$ cat src/rtl/vend_sequencer.sv
// vend_sequencer: coin-credit vending controller with dispenser and change-payout handshakes.
// Optional: define VEND_TIMEOUT_EN to build the dispense-ack watchdog (fault pulse, price refund, CHANGE).
module vend_sequencer #(
    parameter int unsigned MAX_BAL     = 100,
    parameter int unsigned TIMEOUT_CYC = 255
) (
    input  logic       clk,
    input  logic       rst_n,
    input  logic       coin_valid,
    input  logic [1:0] coin_code,
    input  logic       sel_valid,
    input  logic [1:0] sel,
    input  logic       cancel,
    output logic       disp_req,
    input  logic       disp_ack,
    output logic [1:0] disp_item,
    output logic       chg_req,
    input  logic       chg_ack,
    output logic [7:0] balance,
    output logic       busy,
    output logic       coin_rej,
    output logic       sel_rej,
    output logic       fault
);

    // state  | meaning
    // IDLE   | accepting coins, selection and cancel
    // VEND   | disp_req high, waiting for disp_ack
    // CHANGE | chg_req high, one 5-unit coin paid per chg_ack
    typedef enum logic [1:0] {
        IDLE   = 2'd0,
        VEND   = 2'd1,
        CHANGE = 2'd2
    } state_t;

    localparam logic [8:0] MAX_BAL_W = 9'(MAX_BAL);
    localparam logic [7:0] COIN_UNIT = 8'd5;

    state_t     state;
    state_t     state_nxt;
    logic [7:0] balance_nxt;
    logic [1:0] item_nxt;
    logic       coin_rej_nxt;
    logic       sel_rej_nxt;
    logic [7:0] coin_val;
    logic [8:0] coin_sum;
    logic       coin_ok;
    logic [7:0] sel_price;

    function automatic logic [7:0] coin_value(input logic [1:0] code);
        case (code)
            2'b01:   return 8'd5;
            2'b10:   return 8'd10;
            2'b11:   return 8'd20;
            default: return 8'd0;
        endcase
    endfunction

    function automatic logic [7:0] price_of(input logic [1:0] idx);
        case (idx)
            2'd0:    return 8'd15;
            2'd1:    return 8'd20;
            2'd2:    return 8'd25;
            default: return 8'd30;
        endcase
    endfunction

    assign coin_val  = coin_value(coin_code);
    assign coin_sum  = {1'b0, balance} + {1'b0, coin_val};
    assign coin_ok   = coin_valid && (coin_val != 8'd0) && (coin_sum <= MAX_BAL_W);
    assign sel_price = price_of(sel);

`ifdef VEND_TIMEOUT_EN
    localparam int unsigned WD_W    = (TIMEOUT_CYC > 1) ? $clog2(TIMEOUT_CYC) : 1;
    localparam logic [WD_W-1:0] WD_LOAD = WD_W'(TIMEOUT_CYC - 1);

    logic [WD_W-1:0] watchdog;
    logic [WD_W-1:0] wd_nxt;
    logic [7:0]      price_q;
    logic [7:0]      price_nxt;
    logic            fault_nxt;
`endif

    always_comb begin
        state_nxt    = state;
        balance_nxt  = balance;
        item_nxt     = disp_item;
        coin_rej_nxt = 1'b0;
        sel_rej_nxt  = 1'b0;
`ifdef VEND_TIMEOUT_EN
        wd_nxt       = watchdog;
        price_nxt    = price_q;
        fault_nxt    = 1'b0;
`endif
        case (state)
            IDLE: begin
                // decisions use the registered balance; a same-cycle coin never funds them
                if (cancel && (balance != 8'd0)) begin
                    state_nxt    = CHANGE;
                    coin_rej_nxt = coin_valid;
                end else if (sel_valid && (balance >= sel_price)) begin
                    state_nxt    = VEND;
                    item_nxt     = sel;
                    balance_nxt  = balance - sel_price;
                    coin_rej_nxt = coin_valid;
`ifdef VEND_TIMEOUT_EN
                    price_nxt    = sel_price;
                    wd_nxt       = WD_LOAD;
`endif
                end else begin
                    sel_rej_nxt = sel_valid;
                    if (coin_ok) begin
                        balance_nxt = coin_sum[7:0];
                    end else begin
                        coin_rej_nxt = coin_valid;
                    end
                end
            end
            VEND: begin
                coin_rej_nxt = coin_valid;
                if (disp_ack) begin
                    state_nxt = (balance != 8'd0) ? CHANGE : IDLE;
`ifdef VEND_TIMEOUT_EN
                end else if (watchdog == '0) begin
                    fault_nxt   = 1'b1;
                    balance_nxt = balance + price_q;
                    state_nxt   = CHANGE;
                end else begin
                    wd_nxt = watchdog - WD_W'(1);
`endif
                end
            end
            CHANGE: begin
                coin_rej_nxt = coin_valid;
                if (balance == 8'd0) begin
                    state_nxt = IDLE;
                end else if (chg_ack) begin
                    balance_nxt = balance - COIN_UNIT;
                    if (balance == COIN_UNIT) begin
                        state_nxt = IDLE;
                    end
                end
            end
            default: begin
                state_nxt = IDLE;
            end
        endcase
    end

    always_ff @(posedge clk or negedge rst_n) begin
        if (!rst_n) begin
            state     <= IDLE;
            balance   <= 8'd0;
            disp_item <= 2'd0;
            disp_req  <= 1'b0;
            chg_req   <= 1'b0;
            busy      <= 1'b0;
            coin_rej  <= 1'b0;
            sel_rej   <= 1'b0;
        end else begin
            state     <= state_nxt;
            balance   <= balance_nxt;
            disp_item <= item_nxt;
            disp_req  <= (state_nxt == VEND);
            chg_req   <= (state_nxt == CHANGE);
            busy      <= (state_nxt != IDLE);
            coin_rej  <= coin_rej_nxt;
            sel_rej   <= sel_rej_nxt;
        end
    end

`ifdef VEND_TIMEOUT_EN
    always_ff @(posedge clk or negedge rst_n) begin
        if (!rst_n) begin
            watchdog <= '0;
            price_q  <= 8'd0;
            fault    <= 1'b0;
        end else begin
            watchdog <= wd_nxt;
            price_q  <= price_nxt;
            fault    <= fault_nxt;
        end
    end
`else
    assign fault = 1'b0;
`endif

endmodule
$ cat config.mk
export PLATFORM = sky130hd
export DESIGN_NAME = vend_sequencer
export DESIGN_NICKNAME = d
export VERILOG_FILES = /design/src/rtl/vend_sequencer.sv
export SDC_FILE = /design/constraint.sdc
export NUM_CORES = 1
export LEC_CHECK = 0
export CAP_MARGIN = 20
export CORE_ASPECT_RATIO = 1.1
export CORE_MARGIN = 1.5
export CORE_UTILIZATION = 40
export CTS_BUF_LIST = sky130_fd_sc_hd__clkbuf_8
export CTS_CLUSTER_DIAMETER = 120
export DETAILED_ROUTE_END_ITERATION = 16
export GPL_ROUTABILITY_DRIVEN = 0
export GPL_TIMING_DRIVEN = 1
export PLACE_DENSITY_LB_ADDON = 0.1
export SYNTH_ARGS = -nofsm -noshare
export SYNTH_HDL_FRONTEND = slang
export SYNTH_SLANG_ARGS = --single-unit
$ cat constraint.sdc
create_clock -name clk -period 3.1 [get_ports clk]
set_input_delay 0.93 -clock clk [delete_from_list [all_inputs] [get_ports clk]]
set_output_delay 0.93 -clock clk [all_outputs]
set_load 0.01 [all_outputs]
==> flow_summary.ini <==
[placement]
dp_cells = 329
io_buffer_count = 25
hpwl_mm = 3.76

[power]
power_density_nw_per_um2 = 992
p_sw_w = 0.00127
clkPwrFrac_pct = 6.0
p_seq_share_pct = 16.4
netSwitchingFraction_pct = 45.4
p_int_w = 0.00153
p_leak_nw = 1.21
p_comb_share_pct = 77.5
max-vdd-ir-drop_mv = 0.543

[global_routing]
grt-ovfl-total = 0
grt_pass1_wl_mm = 8.33
grtUsageTotal_pct = 22.2
antenna_found_initial = 0
grt_max_degree = 18
grt_pass1_vias = 1804

[clocking]
cts_sinks = 17
cts_root_buf = clkbuf_8
cts.reportedPaths.clkPinSlew_ns = 0.07
clk_latency_ns = 0.25
tritoncts = built
clockBufferDepth = 2
cts_buffers = 3
htree_levels = 1

[finish]
final_common_cell = buf_4
nNetsFinal = 321
layout_common_cells = buf_4 (45), nor2_1 (23), clkdlybuf4s50_1 (21)
syn_to_final_growth_pct = 62.3
insertedDiodeCount = 0
layout-drive-gt1-share_pct = 36.6
fin_cells = 342

[timing]
finClkSkew_ns = 0.00334
fin_setup_tns_ns = -0.0590
tightest_slew_ns = 0.831
fmax_ghz = 0.320
slew_violations = 0
post-route-period-util_pct = 101
fin_ws_ns = -0.0296
setup_viol_count_final = 3
fin_crit_ns = 3.13
slew_headroom_pct = 44.4
rsz0062_at_grt = true
hold_violations = 0

[yosys]
syn-cell-area_um2 = 1740
avgSynthCellArea_um2 = 8.02
synthTopCellsByArea = dfrtp_1 (24%), ha_1 (13%), nor2_1 (5.0%), o21ai_0 (4.9%), a21oi_1 (4.0%)
synth-edff-count = 0
ys_async_sr_fraction_pct = 100
syn_inst = 217
ys_ff_latch = 17
yosysUniqueCellTypes = 52
synth_seq_area_share_pct = 24.4
ys.warnings.count = 0
synth_top_area_cell = dfrtp_1
synth_ff_type = dfrtp_1
synth_fp_nets = 247
yosysTopAreaCellShare_pct = 24.4

[setup_path]
worst-setup-path-type = primary input to flop
endpoint_kind = flop
worstPathMaxFanout = 6
start_kind = primary input
required_ns = 3.23
critPathArrivalTime_ns = 3.26

[floorplan]
die_y_um = 72.2
coreArea_um2 = 4050
start_util_pct = 42.9
ios = 27
die-area_um2 = 4760
rows = 24
die-width_um = 65.9

[drt]
detail-route-antenna-nets = 0
wl_per_cell_um = 15.2
drc = 0
num_vias = 1906
wl_mm = 5.20
dr.first_iter.drc_count = 126
viasPerCell = 5.57
drt_pass1_iterations = 4

[outcome]
failed_checks = negative setup slack
status = finished, violations left

[min_path]
hp-class = flop to flop

[job]
drv_cap = 0
[synthesized netlist by cell type, types with 3 or more instances]
cell type   n
a21oi_1    14
and2_1      4
and3_1      4
clkbuf_1    6
dfrtp_1    17
ha_1       18
inv_1      18
mux2i_1     3
nand2_1    14
nand2b_1    6
nand3_1     4
nor2_1     23
nor2b_1     4
nor3_1      7
o211ai_1    3
o21ai_0    17
or3_1       5
xnor2_1     3
[layer usage]
metal	track usage [%]	vias up	share of wire (%)
li1	-	937	-
met1	29.9	902	45
met2	37.9	59	49
met3	3.72	8	5.1
met4	3.70	0	1.5
met5	0	-	0
[what timing repair did]
| item | CTS | global route |
|---|---|---|
| endpoints found under the setup margin | 16 | 11 |
| setup buffers | 6 | 2 |
| gates cloned | 1 | 0 |
| gates resized for setup | 46 | 28 |
| hold buffers | 0 | 0 |
| pin swaps | 17 | 13 |
[worst max-delay path: stages]
cell	delay, ns
buf_6	0.11
nor2b_4	0.13
ha_4	0.16
and3_1	0.20
or3_1	0.36
a21oi_1	0.27
o2111ai_4	0.16
a41oi_4	0.30
a31oi_4	0.17
buf_6	0.16
o21bai_4	0.17
xnor2_2	0.14
[per-stage QoR]
step	setup WS, ns	cell area (µm²)	utilization, %	total power (W)	hold slack (ns)
finish	-0.0296	2830	69.7	0.00280	0.487
global route	-0.0922	2830	69.7	0.00302	0.537
CTS	-0.00725	2680	66.1	0.00263	0.494
detailed placement	-0.890	2400	59.1	0.00218	0.478
global placement	-0.776	2400	59.1	0.00216	0.462
floorplan	-0.0293	1810	-	0.00150	0.513
[flip-flops by register name (all words and copies together) (netlist names)]
signal	cells
balance	8
disp_item	2
state	2
busy	1
chg_req	1
coin_rej	1
disp_req	1
sel_rej	1
[worst paths after layout]
check | start | endpoint | slack, ns | cells past startpoint
setup / recovery | coin_code[0] | balance[7] | -0.03 | 12
hold / removal | disp_item[0] | disp_item[0] | 0.49 | 2
setup reg to reg | balance[3] | balance[7] | 0.07 | 9
hold reg to reg | disp_item[0] | disp_item[0] | 0.49 | 2
max in group asynchronous | rst_n | disp_item[0] | 1.43 | 1
min in group asynchronous | rst_n | balance[5] | 1.15 | 1
[kinds of logic (layout without fill, tap and decap cells)]
logic type	after synthesis	count (layout)	synth area share (%)
mux	5	5	3.02
buf+inv	27	99	6.90
fa+ha+maj	19	19	14.1
flops	17	17	24.4
xor+xnor	5	5	2.52
other cells	1	1	0.215
compound gates	62	63	24.2
simple gates	81	81	24.6
[layout make-up]
type / instances / area, µm²
clock buffers: 3 / 41.3
well taps: 52 / 65.1
clock inverters: 1 / 5.00
flip-flops and latches: 17 / 425
fillers: 314 / 1230
inverters: 18 / 70.1
multi-input cells: 174 / 1550
repair buffers: 77 / 673
[power by group through the flow]
stage                     Sequential, W  Combinational [W]  Clock (W)
after detailed placement       0.000448            0.00173          0
after global placement         0.000445            0.00171          0
final                          0.000461            0.00217   0.000169
after CTS                      0.000451            0.00200   0.000176
after global routing           0.000478            0.00236   0.000188
after floorplan                0.000473            0.00102          0
Power figures use the tool's default switching activity.
